<file path="src/rtl/conv3x3_pipe.sv">
// 3x3 signed-kernel convolution, 3-stage pipeline (multiply, sum, round/shift/saturate) with frame counter.
// Optional: define CONV3X3_ABS_EN to take |sum| before rounding (edge-magnitude mode).
module conv3x3_pipe #(
  parameter int PW    = 8,
  parameter int CW    = 8,
  parameter int SHIFT = 4,
  parameter int IMG_W = 64,
  parameter int IMG_H = 64
) (
  input  logic          clk,
  input  logic          rst_n,
  input  logic          coef_wr,
  input  logic [3:0]    coef_addr,
  input  logic [CW-1:0] coef_data,
  input  logic          in_valid,
  input  logic [PW-1:0] pixel1,
  input  logic [PW-1:0] pixel2,
  input  logic [PW-1:0] pixel3,
  input  logic [PW-1:0] pixel4,
  input  logic [PW-1:0] pixel5,
  input  logic [PW-1:0] pixel6,
  input  logic [PW-1:0] pixel7,
  input  logic [PW-1:0] pixel8,
  input  logic [PW-1:0] pixel9,
  output logic          out_valid,
  output logic [PW-1:0] out_pixel,
  output logic          frame_done,
  output logic          busy
);

  localparam int PRW  = PW + CW + 1;
  localparam int SW   = PW + CW + 5;
  localparam int NPIX = IMG_W * IMG_H;
  localparam int CNTW = $clog2(NPIX);

  localparam logic signed [CW-1:0] COEF_ONE = CW'(1 << SHIFT);
  localparam logic signed [SW:0]   RND      = (SW+1)'(1 << (SHIFT - 1));
  localparam logic signed [SW:0]   SAT_HI   = (SW+1)'((1 << PW) - 1);
  localparam logic [CNTW-1:0]      CNT_LAST = CNTW'(NPIX - 1);

  logic [PW-1:0]          pix [9];
  logic signed [CW-1:0]   coef_q [9];
  logic signed [CW-1:0]   coef_d [9];
  logic signed [PRW-1:0]  prod_q [9];
  logic signed [PRW-1:0]  prod_d [9];
  logic signed [SW-1:0]   sum_q, sum_d;
  logic signed [SW:0]     mag, rnd, shr;
  logic                   v1_q, v1_d, v2_q, v2_d, v3_q, v3_d;
  logic [PW-1:0]          out_pixel_q, out_pixel_d;
  logic                   frame_done_q, frame_done_d;
  logic [CNTW-1:0]        cnt_q, cnt_d;

  always_comb begin
    pix = '{pixel1, pixel2, pixel3, pixel4, pixel5, pixel6, pixel7, pixel8, pixel9};
  end

  // Bank updates at the edge; S1 reads coef_q, so a write lands on the next sampled window.
  always_comb begin
    coef_d = coef_q;
    if (coef_wr && (coef_addr < 4'd9)) begin
      coef_d[coef_addr] = coef_data;
    end
  end

  always_comb begin
    for (int unsigned k = 0; k < 9; k++) begin
      prod_d[k] = $signed(PRW'(pix[k])) *
                  $signed({{(PRW-CW){coef_q[k][CW-1]}}, coef_q[k]});
    end
    v1_d = in_valid;
  end

  always_comb begin
    sum_d = '0;
    for (int unsigned k = 0; k < 9; k++) begin
      sum_d = sum_d + $signed({{(SW-PRW){prod_q[k][PRW-1]}}, prod_q[k]});
    end
    v2_d = v1_q;
  end

  always_comb begin
    mag = {sum_q[SW-1], sum_q};
`ifdef CONV3X3_ABS_EN
    if (mag < 0) begin
      mag = -mag;
    end
`endif
    rnd = mag + RND;
    shr = rnd >>> SHIFT;
    out_pixel_d = '0;
    if (v2_q) begin
      if (shr < 0) begin
        out_pixel_d = '0;
      end else if (shr > SAT_HI) begin
        out_pixel_d = '1;
      end else begin
        out_pixel_d = shr[PW-1:0];
      end
    end
    v3_d = v2_q;
  end

  // Counter advances as S3 loads, so frame_done lines up with the registered output pixel.
  always_comb begin
    frame_done_d = v2_q && (cnt_q == CNT_LAST);
    cnt_d        = cnt_q;
    if (v2_q) begin
      cnt_d = (cnt_q == CNT_LAST) ? '0 : cnt_q + 1'b1;
    end
  end

  always_ff @(posedge clk or negedge rst_n) begin
    if (!rst_n) begin
      for (int unsigned k = 0; k < 9; k++) begin
        coef_q[k] <= (k == 4) ? COEF_ONE : '0;
        prod_q[k] <= '0;
      end
      sum_q        <= '0;
      v1_q         <= 1'b0;
      v2_q         <= 1'b0;
      v3_q         <= 1'b0;
      out_pixel_q  <= '0;
      frame_done_q <= 1'b0;
      cnt_q        <= '0;
    end else begin
      for (int unsigned k = 0; k < 9; k++) begin
        coef_q[k] <= coef_d[k];
        prod_q[k] <= prod_d[k];
      end
      sum_q        <= sum_d;
      v1_q         <= v1_d;
      v2_q         <= v2_d;
      v3_q         <= v3_d;
      out_pixel_q  <= out_pixel_d;
      frame_done_q <= frame_done_d;
      cnt_q        <= cnt_d;
    end
  end

  assign out_valid  = v3_q;
  assign out_pixel  = out_pixel_q;
  assign frame_done = frame_done_q;
  assign busy       = v1_q | v2_q | v3_q;

endmodule
</file>
<file path="config.mk">
export PLATFORM = sky130hd
export DESIGN_NAME = conv3x3_pipe
export DESIGN_NICKNAME = d
export VERILOG_FILES = /design/src/rtl/conv3x3_pipe.sv
export SDC_FILE = /design/constraint.sdc
export NUM_CORES = 2
export LEC_CHECK = 0
export ABC_CLOCK_PERIOD_IN_PS = 6350
export CAP_MARGIN = 25
export CORE_MARGIN = 5
export CORE_UTILIZATION = 50
export CTS_CLUSTER_SIZE = 20
export DETAILED_ROUTE_END_ITERATION = 8
export GPL_ROUTABILITY_DRIVEN = 1
export GPL_TIMING_DRIVEN = 0
export PLACE_DENSITY = 0.67
export SLEW_MARGIN = 15
export SYNTH_ARGS = -nofsm -noshare
export SYNTH_HDL_FRONTEND = slang
export SYNTH_SLANG_ARGS = --single-unit
export TNS_END_PERCENT = 10
</file>
<file path="constraint.sdc">
create_clock -name clk -period 6.35 [get_ports clk]
set_clock_uncertainty 0.2 [all_clocks]
set_input_delay 1.27 -clock clk [delete_from_list [all_inputs] [get_ports clk]]
set_output_delay 1.27 -clock clk [all_outputs]
set_load 0.005 [all_outputs]
</file>
Yosys cells after proc, flatten, opt, wreduce, memory -nomap -nowiden. Index checks and enable logic that the tools add are counted. Widths: inputs -> output; s select.

Register bits after elaboration: 270. Bits in latches: 0. Memory bits (writable): 0. ROM bits: 0. Output and inout port bits: 11. Logic and storage cells: 63. Memories kept: 0.

$add $sub $neg: 10. $mul: 9. Divide/modulo/power cells: 0. $lt $le $gt $ge: 5. Equal/unequal tests: 1. Shifts and indexed selects: 0. Mux-type cells: 7. Bitwise operators: 3. Reduce and logical (&&, ||, !) cells: 3.

Operators with widths (count): $mul 9x8->17 (9); $add 21x17->21 (4); $bwmux 72 (1); $demux 8 s4 (1); $mux 8 (4); $add 21x5->22 const B (1); $add 20x17->21 (1); $add 19x17->20 (1); $add 18x17->19 (1); $add 17x17->18 (1); $gt 18x9->1 const B (1); $lt 18x1->1 const B (1); $add 12x1->12 const B (1); $eq 12x12->1 const B (1); $mux 12 (1); $ge 5x5->1 const B (1); $lt 5x1->1 const B (1); $not 4->5 (1); $lt 4x4->1 const B (1); $logic_and 1x1->1 (3); $or 1x1->1 (2).

Depth between registers and ports, before layout.
Depth in word-level cells: 8. Depth in mapped cells: 18. Depth with buffers taken out: 18.

Worst setup path before layout. No wires, ideal clock.

Path type: input-to-reg. Start point: input pixel3[3]. End point: register prod_q[118] (netlist name). Setup time: 0.124 ns. Data arrival time: 5.104 ns. Path slack: 0.921 ns. Stages: 17. Buffers on the path: 0. Cell sequence: and2_1 -> fa_1 -> inv_1 -> fa_1 -> inv_1 -> fa_1 -> inv_1 -> fa_1 -> inv_1 -> ha_1 -> o21a_1 -> o31a_1 -> o211ai_2 -> a21oi_2 -> a2111oi_4 -> a21oi_1 -> xnor2_1.

RTL lines: start, declared (line 18) `input logic [PW-1:0] pixel3,`; end signal, assigned by index (line 128) `prod_q[k] <= prod_d[k];`; end, declared (line 44) `logic signed [PRW-1:0] prod_q [9];`.

==> flow_metrics.tcl <==
set metrics [dict create \
    clock_sinks 267 \
    cts-buffers-inserted 31 \
    postSynthAreaPerCell_um2 10.0 \
    yosys_warnings 0 \
    postCtsSetupBuffers 0 \
    grt_util_all_layers 0.214 \
    dp.cells 4107 \
    totalWireLength_um 70000 \
    grt_pass1_wl_um 117000 \
    core_area_um2 63000 \
    status "complete, no violations" \
    dieArea_um2 68600 \
    clk_pin_slew_worst_paths_ns 0.06 \
    required_ns 6.60 \
    clockRootBuffer "clkbuf_16" \
    syn_inst 3161 \
    crit_path_end_kind "register" \
    antenna_found_initial 6 \
    worst_slack_ns 0.399 \
    synth_top_area_share 0.287 \
    die_y_um 262 \
    hold_class "register to register" \
    grt_pass1_vias 22475 \
    area_growth_pct 10.3 \
    fmax_ghz 0.168 \
    hold_violations 0 \
    instances_no_fill 4165 \
    grt_start_max_net_pins 103 \
    ys_seq_elements 267 \
    clock_path_buffers 3 \
    yosys_most_used_dff "dfrtp_1" \
    cp.arrival_ns 6.20 \
    whs_ns 0.185 \
    wl_per_cell_um 16.8 \
    ys_seq_area_frac 0.211 \
    htree_num_levels 1 \
    ios 99 \
    period_needed_ns 5.95 \
    cts_resized 0 \
    yosysMostFrequentCell "inv_1" \
    startpoint_type "input pin" \
    final_antenna_net_count 0 \
    drt_iter0_markers 1062 \
    cp_max_fo 8 \
    hold_buffers 0 \
    gp_congestion 0.873 \
    ys_types 64 \
    firstDrtPassIters 5 \
    cts_tree "done" \
    dpl_worst_slack_ns -0.185 \
    yosys-top-cells-area "fa_1, dfrtp_1, ha_1" \
    relSlewSlack 0.289 \
    drv_slew 0 \
    finalSetupViolCount 0 \
    crit_type "input pin to register" \
    maxCapViolCount 0 \
    synth-edff-count 0 \
    syn_area_um2 31700 \
    layout.nets 4244 \
    yosys.area.top_type "fa_1" \
    rows 92 \
    hpwl_um 57200 \
    rsz0062_at_grt "false" \
    insertion_delay_ns 0.60 \
    synthTopCellsByCount "inv_1, fa_1, ha_1" \
    vias_per_cell 5.09 \
    worstMarginPinSlew_ns 1.06 \
    drive_gt1_frac 0.0515 \
    grt_remaining_overflow 0 \
    async_flop_share 1.00 \
    initial_utilization 0.504 \
    syn_nets 4111 \
    num_vias 21186 \
    drcViolationCount 0 \
    port_buffers 95 \
    fp.dieW_um 262 \
    fin_crit_sh 0.937 \
]
-- layout make-up --
cell class,instances,area (um^2)
Timing Repair Buffer,100,1050
Antenna cell,1,2.50
Buffer,18,68.8
Sequential cell,267,6680
Clock buffer,41,863
Fill cell,5644,28000
Clock inverter,16,285
Tap cell,846,1060
Inverter,719,2700
Multi-Input combinational cell,2157,22300
-- through the flow --
stage / utilization / TNS [ns] / instance area (um^2)
final: 0.556 / 0 / 35000
after detailed placement: 0.537 / -0.403 / 33800
after CTS: 0.556 / 0 / 35000
after global placement: 0.536 / -2129.61 / 33700
after floorplan: - / 0 / 31700
after global routing: 0.556 / 0 / 35000
-- worst paths after layout --
path	slack (ns)	cells past startpoint	endpoint	start
hold / removal	0.19	0	out_valid$_DFF_PN0_	v2_q$_DFF_PN0_
max in group asynchronous	4.56	2	coef_q[36]$_DFFE_PN1P_	rst_n
setup reg to reg	1.15	17	prod_q[117]$_DFF_PN0_	coef_q[54]$_DFFE_PN0P_
hold reg to reg	0.19	0	out_valid$_DFF_PN0_	v2_q$_DFF_PN0_
setup / recovery	0.40	17	prod_q[117]$_DFF_PN0_	pixel3[0]
min in group asynchronous	0.43	1	coef_q[54]$_DFFE_PN0P_	rst_n
-- sequential cells by signal, summed over array words and instances (netlist names) --
register and count:
prod_q 153, coef_q 72, sum_q 18, cnt_q 12, out_pixel 8, frame_done 1, out_valid 1, v1_q 1
v2_q 1
-- logic make-up (layout without fill, tap and decap cells) --
group	after synthesis	count (layout)	synth area share
xor gates and xnor gates	126	126	0.0348
and+or+nand+nor	849	849	0.137
AOI/OAI and AO/OA	251	251	0.0584
adders and majority gates	862	862	0.448
muxes	69	69	0.0244
buffers and inverters	737	894	0.0872
other	0	1	0
DFF	267	267	0.211
-- critical path, stage by stage --
cell and delay [ns]:
clkdlybuf4s50_1 0.56, nand2b_1 0.25, fa_1 0.52, fa_1 0.54
inv_1 0.06, fa_1 0.54, inv_1 0.06, fa_1 0.55
inv_1 0.05, ha_1 0.34, nand2_1 0.08, o21ai_1 0.09
nor4_1 0.30, nor3_1 0.13, or3_1 0.39, o311a_1 0.12
xor2_1 0.35
-- per-layer routing --
layer  routed length, um  track usage  up-vias
li1                    -            -    10015
met5                  13            0        -
met1               31900        0.301    10736
met4                1680       0.0465        2
met2               33800        0.362      338
met3                2630       0.0233       95
-- cell usage in the layout, fill, tap and decap left out, types with 17 or more instances in the layout --
master | Yosys | routed
a21oi_1 | 96 | 96
and2_1 | 304 | 304
and3_1 | 20 | 20
clkbuf_1 | 17 | 22
clkbuf_16 | 0 | 31
clkdlybuf4s50_1 | 0 | 93
dfrtp_1 | 266 | 266
fa_1 | 455 | 455
ha_1 | 407 | 407
inv_1 | 719 | 719
mux2_2 | 68 | 68
nand2_1 | 271 | 271
nand2b_1 | 49 | 49
nand3_1 | 26 | 26
nor2_1 | 112 | 112
nor3_1 | 17 | 17
o21a_1 | 41 | 41
o21ai_0 | 27 | 27
xnor2_1 | 107 | 107
xor2_1 | 19 | 19
Power is left out: the tool's default activity adds up to more than one toggle a clock period on the data nets, which glitch-free logic cannot reach.
